--- src/rtl/reg_arb_pkg.sv ---
// ----------------------------------------------------------------------------
// reg_arb_pkg
//   Shared types and constants for the two-requester register-bus arbiter.
//
//   Contents:
//     ADDR_W / DATA_W   width of the register-bus address and data fields
//     N_REQ             number of requesters served by the arbiter
//     TIMEOUT_RD_DATA   read value returned to a requester whose command
//                       timed out (used only when REG_ARB_TIMEOUT_EN is set)
//     arb_state_t       arbiter FSM state encoding (IDLE / BUSY / RESP)
//     bus_cmd_t         one register-bus command (direction, address, data)
// ----------------------------------------------------------------------------
package reg_arb_pkg;

    localparam int unsigned ADDR_W = 8;
    localparam int unsigned DATA_W = 8;
    localparam int unsigned N_REQ  = 2;

    localparam logic [DATA_W-1:0] TIMEOUT_RD_DATA = 8'hFF;

    typedef enum logic [1:0] {
        ST_IDLE = 2'd0,
        ST_BUSY = 2'd1,
        ST_RESP = 2'd2
    } arb_state_t;

    // Packed so a whole command can be registered onto the bus in one step.
    typedef struct packed {
        logic              wr1rd0;
        logic [ADDR_W-1:0] addr;
        logic [DATA_W-1:0] data;
    } bus_cmd_t;

endpackage

--- src/rtl/rr_arb2.sv ---
// ----------------------------------------------------------------------------
// rr_arb2
//   Two-way round-robin selector. Purely combinational; the caller owns the
//   "last granted" state and only consults the result when a grant is taken.
//
//   Ports:
//     valid [1:0]  in   pending request per requester
//     last         in   index of the requester granted most recently
//     grant        out  index of the requester that wins this cycle
//                       (0 when nothing is pending; caller ignores it then)
// ----------------------------------------------------------------------------
module rr_arb2 (
    input  logic [1:0] valid,
    input  logic       last,
    output logic       grant
);

    always_comb begin
        grant = 1'b0;
        case (valid)
            2'b01:   grant = 1'b0;
            2'b10:   grant = 1'b1;
            // Contention: the requester that did not win last time goes now.
            2'b11:   grant = ~last;
            default: grant = 1'b0;
        endcase
    end

endmodule

--- src/rtl/reg_bus_arbiter.sv ---
// ----------------------------------------------------------------------------
// reg_bus_arbiter
//   Shares one register bus between two requesters (r0, r1). A command is
//   granted in IDLE, held on the bus in BUSY until m_ack, and completed with a
//   one-cycle done pulse in RESP. Contention is resolved round-robin.
//
//   Optional feature (compile-time macro REG_ARB_TIMEOUT_EN):
//     defined   - an 8-bit counter bounds BUSY to TIMEOUT_CYCLES cycles; on
//                 expiry the requester gets done with err=1 and rd_data=0xFF.
//                 An ack arriving on the expiry edge wins (err=0).
//     undefined - no counter, err outputs tied to 0, BUSY waits forever.
//
//   Parameters:
//     TIMEOUT_CYCLES  max BUSY cycles to wait for m_ack (2..255)
//
//   Ports:
//     clk                      in   single clock, rising edge
//     resetb                   in   asynchronous active-low reset
//     rN_valid                 in   command pending, held until rN_done
//     rN_wr1rd0                in   1 = write, 0 = read
//     rN_addr [7:0]            in   target address
//     rN_data [7:0]            in   write data
//     rN_done                  out  one-cycle completion pulse
//     rN_err                   out  timeout flag, meaningful with rN_done
//     rN_rd_data [7:0]         out  read result, meaningful with rN_done
//     m_req                    out  bus command valid
//     m_wr1rd0/m_addr/m_data   out  bus command fields
//     m_ack                    in   bus acknowledge (only honoured in BUSY)
//     m_rd_data [7:0]          in   bus read data, valid alongside m_ack
// ----------------------------------------------------------------------------
module reg_bus_arbiter
    import reg_arb_pkg::*;
#(
    parameter int unsigned TIMEOUT_CYCLES = 16
) (
    input  logic              clk,
    input  logic              resetb,

    input  logic              r0_valid,
    input  logic              r0_wr1rd0,
    input  logic [ADDR_W-1:0] r0_addr,
    input  logic [DATA_W-1:0] r0_data,
    output logic              r0_done,
    output logic              r0_err,
    output logic [DATA_W-1:0] r0_rd_data,

    input  logic              r1_valid,
    input  logic              r1_wr1rd0,
    input  logic [ADDR_W-1:0] r1_addr,
    input  logic [DATA_W-1:0] r1_data,
    output logic              r1_done,
    output logic              r1_err,
    output logic [DATA_W-1:0] r1_rd_data,

    output logic              m_req,
    output logic              m_wr1rd0,
    output logic [ADDR_W-1:0] m_addr,
    output logic [DATA_W-1:0] m_data,
    input  logic              m_ack,
    input  logic [DATA_W-1:0] m_rd_data
);

    // ------------------------------------------------------------------
    // Elaboration-time parameter check
    // ------------------------------------------------------------------
    if (TIMEOUT_CYCLES < 2 || TIMEOUT_CYCLES > 255) begin : g_bad_timeout
        $error("reg_bus_arbiter: TIMEOUT_CYCLES must be within 2..255");
    end

    // ------------------------------------------------------------------
    // Requester inputs gathered into indexable form
    // ------------------------------------------------------------------
    logic [N_REQ-1:0] valid_vec;
    bus_cmd_t         cmd_vec [N_REQ];

    assign valid_vec  = {r1_valid, r0_valid};
    assign cmd_vec[0] = {r0_wr1rd0, r0_addr, r0_data};
    assign cmd_vec[1] = {r1_wr1rd0, r1_addr, r1_data};

    // ------------------------------------------------------------------
    // Control state
    // ------------------------------------------------------------------
    arb_state_t state_reg;
    arb_state_t state_next;
    logic       last_grant_reg;   // 1 after reset so r0 wins the first tie
    logic       winner_reg;       // requester owning the current transaction
    logic       m_req_reg;
    bus_cmd_t   m_cmd_reg;

    logic       grant;
    logic       grant_fire;       // IDLE edge that launches a command
    logic       ack_fire;         // BUSY edge that completes on m_ack
    logic       timeout_hit;      // BUSY edge that completes on expiry
    logic       finish;           // any BUSY -> RESP edge

    rr_arb2 u_rr_arb2 (
        .valid (valid_vec),
        .last  (last_grant_reg),
        .grant (grant)
    );

    assign grant_fire = (state_reg == ST_IDLE) && (|valid_vec);
    assign ack_fire   = (state_reg == ST_BUSY) && m_ack;
    assign finish     = ack_fire || timeout_hit;

    always_comb begin
        state_next = state_reg;
        case (state_reg)
            ST_IDLE: if (grant_fire) state_next = ST_BUSY;
            ST_BUSY: if (finish)     state_next = ST_RESP;
            ST_RESP:                 state_next = ST_IDLE;
            default:                 state_next = ST_IDLE;
        endcase
    end

    always_ff @(posedge clk or negedge resetb) begin
        if (!resetb) begin
            state_reg      <= ST_IDLE;
            last_grant_reg <= 1'b1;
            winner_reg     <= 1'b0;
            m_req_reg      <= 1'b0;
            m_cmd_reg      <= '0;
        end else begin
            state_reg <= state_next;
            if (grant_fire) begin
                winner_reg     <= grant;
                last_grant_reg <= grant;
                m_cmd_reg      <= cmd_vec[grant];
                m_req_reg      <= 1'b1;
            end else if (finish) begin
                // Command fields stay parked on the bus; only m_req drops.
                m_req_reg <= 1'b0;
            end
        end
    end

    assign m_req    = m_req_reg;
    assign m_wr1rd0 = m_cmd_reg.wr1rd0;
    assign m_addr   = m_cmd_reg.addr;
    assign m_data   = m_cmd_reg.data;

    // ------------------------------------------------------------------
    // BUSY timeout
    // ------------------------------------------------------------------
`ifdef REG_ARB_TIMEOUT_EN
    localparam logic [7:0] TMO_LIMIT = 8'(TIMEOUT_CYCLES);

    logic [7:0] tmo_cnt_reg;
    logic [7:0] tmo_cnt_inc;
    logic       resp_err;

    assign tmo_cnt_inc = tmo_cnt_reg + 8'd1;

    // The !m_ack term gives an ack on the expiry edge priority over the
    // timeout, so that transaction completes normally with err=0.
    assign timeout_hit = (state_reg == ST_BUSY) && !m_ack
                         && (tmo_cnt_inc == TMO_LIMIT);
    assign resp_err    = timeout_hit;

    always_ff @(posedge clk or negedge resetb) begin
        if (!resetb) begin
            tmo_cnt_reg <= 8'd0;
        end else if (grant_fire) begin
            tmo_cnt_reg <= 8'd0;
        end else if ((state_reg == ST_BUSY) && !m_ack) begin
            tmo_cnt_reg <= tmo_cnt_inc;
        end
    end
`else
    assign timeout_hit = 1'b0;
`endif

    // Value delivered to the winner at the BUSY -> RESP edge.
    logic [DATA_W-1:0] resp_data;
    assign resp_data = timeout_hit      ? TIMEOUT_RD_DATA :
                       m_cmd_reg.wr1rd0 ? '0              : m_rd_data;

    // ------------------------------------------------------------------
    // Per-requester response registers. rd_data/err only load on that
    // requester's own completion, so they hold between its done pulses.
    // ------------------------------------------------------------------
    logic [N_REQ-1:0]  done_vec;
    logic [N_REQ-1:0]  err_vec;
    logic [DATA_W-1:0] rd_data_vec [N_REQ];

    genvar gi;
    generate
        for (gi = 0; gi < N_REQ; gi++) begin : g_req
            localparam logic IDX = 1'(gi);

            logic              hit;
            logic              done_reg;
            logic [DATA_W-1:0] rd_data_reg;

            assign hit = finish && (winner_reg == IDX);

            always_ff @(posedge clk or negedge resetb) begin
                if (!resetb) begin
                    done_reg    <= 1'b0;
                    rd_data_reg <= '0;
                end else begin
                    // finish only occurs in BUSY, so done self-clears in RESP.
                    done_reg <= hit;
                    if (hit) begin
                        rd_data_reg <= resp_data;
                    end
                end
            end

            assign done_vec[gi]    = done_reg;
            assign rd_data_vec[gi] = rd_data_reg;

`ifdef REG_ARB_TIMEOUT_EN
            logic err_reg;

            always_ff @(posedge clk or negedge resetb) begin
                if (!resetb) begin
                    err_reg <= 1'b0;
                end else if (hit) begin
                    err_reg <= resp_err;
                end
            end

            assign err_vec[gi] = err_reg;
`else
            assign err_vec[gi] = 1'b0;
`endif
        end
    endgenerate

    assign r0_done    = done_vec[0];
    assign r1_done    = done_vec[1];
    assign r0_err     = err_vec[0];
    assign r1_err     = err_vec[1];
    assign r0_rd_data = rd_data_vec[0];
    assign r1_rd_data = rd_data_vec[1];

endmodule

--- config.mk ---
export PLATFORM = sky130hd
export DESIGN_NAME = reg_bus_arbiter
export DESIGN_NICKNAME = d
export VERILOG_FILES = /design/src/rtl/reg_arb_pkg.sv /design/src/rtl/rr_arb2.sv /design/src/rtl/reg_bus_arbiter.sv
export SDC_FILE = /design/constraint.sdc
export NUM_CORES = 1
export LEC_CHECK = 0
export ABC_AREA = 1
export CAP_MARGIN = 20
export CORE_MARGIN = 10
export CORE_UTILIZATION = 41
export CTS_CLUSTER_DIAMETER = 100
export DETAILED_ROUTE_END_ITERATION = 8
export GPL_TIMING_DRIVEN = 0
export PLACE_DENSITY = 0.88
export SYNTH_ARGS = -nofsm -noshare
export SYNTH_HDL_FRONTEND = slang
export SYNTH_HIERARCHICAL = 1
export SYNTH_SLANG_ARGS = --single-unit
--- constraint.sdc ---
create_clock -name clk -period 1.65 [get_ports clk]
set_input_delay 0.2475 -clock clk [delete_from_list [all_inputs] [get_ports clk]]
set_output_delay 0.2475 -clock clk [all_outputs]
set_load 0.02 [all_outputs]
## Word level (Yosys, flattened, before mapping)

Index checks and enable logic that the tools add are counted.
Widths: inputs -> output; s select.

| word-level totals | value |
|---|---|
| register bits after elaboration | 40 |
| bits of input ports | 47 |
| output and inout bits | 38 |
| word-level logic and storage cells | 38 |

| cells by class | value |
|---|---|
| order comparisons | 1 |
| eq/ne operators | 5 |
| mux-type cells | 10 |
| bitwise logic cells | 3 |
| reductions and logical operators | 8 |

Operator list:

| cell | number |
|---|---|
| $mux 17 | 3 |
| $mux 8 | 1 |
| $eq 2x2->1 const B | 2 |
| $logic_and 1x1->1 | 4 |
| $mux 2 | 2 |
| $ne 2x2->1 const B | 2 |
| $pmux 2 s2 | 1 |
| $eq 2x1->1 const B | 1 |
| $ge 2x2->1 const B | 1 |
| $logic_not 2->1 | 1 |
| $mux 1 | 2 |
| $not 1->1 | 2 |
| $not 1->2 | 1 |
| $pmux 1 s2 | 1 |
| $reduce_and 2->1 | 1 |
| $reduce_bool 2->1 | 1 |
| $reduce_or 2->1 | 1 |

## Longest topological paths before layout

| logic depth | value |
|---|---|
| depth after elaboration | 6 |
| mapped depth | 8 |
| gate-level depth less buffers | 6 |

## Modules after synthesis

Netlist, hierarchy kept.

By module, submodules not included:

| module | times used | cells an instance | area each (um2) | sequential area each (um2) |
|---|---|---|---|---|
| reg_bus_arbiter | 1 | 238 | 1,828.0 | 1,002.2 |
| rr_arb2 | 1 | 2 | 12.5 | 0.0 |

## Worst setup path before layout

Ideal clock, no wire load.

| timing path | value |
|---|---|
| kind | register to register |
| start | register last_grant_reg |
| end | register m_cmd_reg (netlist bit m_addr[1]) |
| setup time | 0.116 ns |
| data arrival time | 1.074 ns |
| required time | 1.534 ns |
| setup slack | 0.460 ns |
| cell stages (with the launch flop) | 8 |
| buffers on the path | 2 |
| clock period less this slack | 1.190 ns |
| path through | dfstp_2 a21oi_2 buf_2 buf_2 nand2_1 o21ai_0 nand2_1 nand2_1 |

| on the way | value |
|---|---|
| word-level cells in the longest chain between the ends | 6 |

Ends and longest elaborated chain:

| what | line | source |
|---|---|---|
| start: declaration | reg_bus_arbiter.sv:85 | `logic last_grant_reg;` |
| start signal: assignment | reg_bus_arbiter.sv:127 | `last_grant_reg <= grant;` |
| $not 1->1 | rr_arb2.sv:24 | `2'b11: grant = ~last;` |
| $pmux 1 s2 | rr_arb2.sv:20 | `case (valid)` |
| via grant | reg_bus_arbiter.sv:90 | `logic grant;` |
| $not 1->2 (not written as such) | reg_bus_arbiter.sv:128 | `m_cmd_reg <= cmd_vec[grant];` |
| $mux 17 (not written as such) (3 in series) | reg_bus_arbiter.sv:128 |  |
| end signal: assignment | reg_bus_arbiter.sv:128 |  |
| end: declaration | reg_bus_arbiter.sv:88 | `bus_cmd_t m_cmd_reg;` |

The timed path passes the listed nets, and every way through them passes these cells. The select of a mux whose other input is x is not followed.
A chain may end at the register's enable or synchronous reset.

## Final worst setup path

| timing path | value |
|---|---|
| start | register m_cmd_reg (netlist bit m_addr[7]) |
| end | output m_addr[7] |

RTL lines:

| what | line | source |
|---|---|---|
| end: declaration | reg_bus_arbiter.sv:57 | `output logic [ADDR_W-1:0] m_addr,` |

No word-level cell between the ends.

==> metrics.cfg <==
[timing]
rsz0062_at_grt = no
fmax_mhz = 641
finalCritPeriodShare_pct = 94.6
relSlewSlack_pct = 42.1
fin_skew_ps = 5.62
drv_slew = 0
worst_pin_slew_ps = 868
fin_crit_ps = 1560
tns_ps = 0
finalSetupViolations = 0
hold_viol_final = 0
holdWs_ps = 65.2

[cells_and_area]
antenna_cells_inserted = 0
final_area_um2 = 2820
register_area_um2 = 1000
nets = 377
fillers = 367
fin_util_pct = 64.7
drive_gt1_share_pct = 7.85
multi_input_area_um2 = 671
area_growth_pct = 53.2

[power]
clkPwrFrac_pct = 13.9
power.internal_w = 0.00282
pwr_density_cell_nw_per_um2 = 1690
leakagePower_nw = 1.46
p_total_w = 0.00477
combPwrFrac_pct = 51.2
ir_worst_vdd_uv = 805
p_seq_share_pct = 34.9
switching_share_pct = 41.0
p_sw_w = 0.00196

[logic_synthesis]
synth_xor_xnor_area_share_pct = 0
yosysTopAreaCellShare_pct = 53.0
ys_warn_count = 6
ys_ff_latch = 40
yosysTopAreaCell = dfrtp_1
synth_top_family_by_area = simple AND/OR/NAND/NOR gates
synth_cell_types = 19
syn-cell-area_um2 = 1840
synthMuxAreaShare_pct = 0
syn_avg_cell_area_um2 = 7.67
ys_seq_area_share_pct = 54.5
yosys.area_share.simple_pct = 30.0
syn_inst = 240
synth-compound-area-share_pct = 6.05
yosys-top-cells-area = dfrtp_1 53%, nand2_1 25%, inv_1 5.9%, o21ai_0 5.2%, nor2_1 2.0%
synth_fa_ha_area_share_pct = 0

[clock_network]
clk_latency_ps = 290
cts_inserted_buffers = 5
postCtsSetupRepairBufs = 0
clock_path_buffers = 2
h-tree-depth = 2
cts_num_sinks = 40
cts_root_buf = clkbuf_8
cts_tree = built
clkTransAtPathRegs_ps = 80

[global_routing]
grt_pass1_vias = 1764
antenna_found_initial = 0
globalRouteOverflowTotal = 0
grt_max_degree = 41
grt_pass1_wl_um = 8780
groute.usage.overall_pct = 14.9

[critical_path]
crit_path_top_delay_cell = clkdlybuf4s50_1
critPathTopFamily = buffers and inverters
crit_buf_inv = 1
cp-start-kind = flip-flop
rrSetupSlack_ps = 230
cp_max_fo = 2
cp_data_arrival_time_ps = 1310
crit_type = flip-flop to output port
critPathRequiredTime_ps = 1400
cp_cell_sequence = clkdlybuf4s50_1
critPathCaptureType = output port
slowest_delay_ps = 660

[floorplanning]
die_h_um = 87
ios = 85
dieArea_um2 = 7570
num_rows = 24
coreArea_um2 = 4350
initial_core_util_pct = 42.3
die_w_um = 87

[drt]
via_per_inst = 4.66
post-route-drc-count = 0
via_count = 1784
drtIter0Drc = 104
postRouteAntennaNets = 0
wirelength_um = 5570
drt-wirelength-per-cell_um = 14.6
dr.pass1.iters = 4

[run]
drv_cap = 0

[placement]
place_congestion = 0.855
port_buffers = 82
placed_area_um2 = 2730
hpwl_um = 4390

[outcome]
status = finished, final reports clean

[min_path]
hold_path_class = primary input to async pin

[power groups by stage]
stage	Sequential [W]	Clock [W]	Combinational [W]
after global routing	0.00172	0.000709	0.00266
after global placement	0.00165	0	0.00242
after detailed placement	0.00168	0	0.00247
after CTS	0.00167	0.000677	0.00248
final	0.00167	0.000663	0.00244
after floorplan	0.00214	0	0.000789
[routing by layer]
layer	vias to the layer above	GRT usage (%)	part of all wire, %
li1	893	-	-
met5	-	0	0
met4	0	7.36	3.6
met1	831	14.8	35
met3	13	4.40	5.8
met2	47	27.2	55
[Yosys cell counts, drive strengths merged]
master  number
dfstp        1
o31ai        1
nand4        2
nor2        13
a21oi        1
clkbuf       2
o21ai       19
buf          8
nand3        1
conb         1
nand2      122
inv         30
dfrtp       39
[cells in the final DEF, fill, tap and decap left out, types with 2 or more instances in the layout]
cell | netlist | layout
buf_2 | 5 | 6
buf_4 | 2 | 2
clkbuf_8 | 0 | 6
clkdlybuf4s50_1 | 0 | 81
clkinv_2 | 0 | 2
conb_1 | 1 | 2
dfrtp_1 | 39 | 39
inv_1 | 29 | 29
nand2_1 | 121 | 121
nand4_1 | 2 | 2
nor2_1 | 10 | 10
nor2_2 | 2 | 2
o21ai_0 | 19 | 19
[logic make-up after synthesis]
logic type	Yosys count
flip-flops	40
AND/OR/NAND/NOR	138
AO/OA/AOI/OAI	21
other	1
buffers and inverters	40
[timing repair]
item,in CTS,in global routing
gates resized for setup,0,2
hold buffers,0,0
endpoints found under the setup margin,0,9
[area by class of cell]
class / count / area share [%]
Buffer: 10 / 2.13
Clock buffer: 6 / 2.93
Clock inverter: 2 / 0.355
Inverter: 30 / 3.99
Multi-Input combinational cell: 161 / 23.8
Sequential cell: 40 / 35.6
Tap cell: 52 / 2.31
Timing Repair Buffer: 82 / 28.9
[per-stage QoR]
| step | std cells | setup WS (ps) |
|---|---|---|
| floorplan | 241 | 460 |
| global placement | 375 | -637 |
| detailed placement | 375 | -297 |
| CTS | 383 | 5.82 |
| global route | 383 | 35.1 |
| finish | 383 | 89.0 |
[worst paths after layout]
path / start / endpoint / cells after the start
setup / recovery: m_addr[7] / m_addr[7] / 1
setup reg to reg: last_grant_reg / m_addr[7] / 6
max in group asynchronous: resetb / m_data[6] / 1
min in group clk: m_req / m_req / 2
hold / removal: resetb / m_data[0] / 1
hold reg to reg: m_req / m_req / 2
Power figures use the tool's default switching activity.
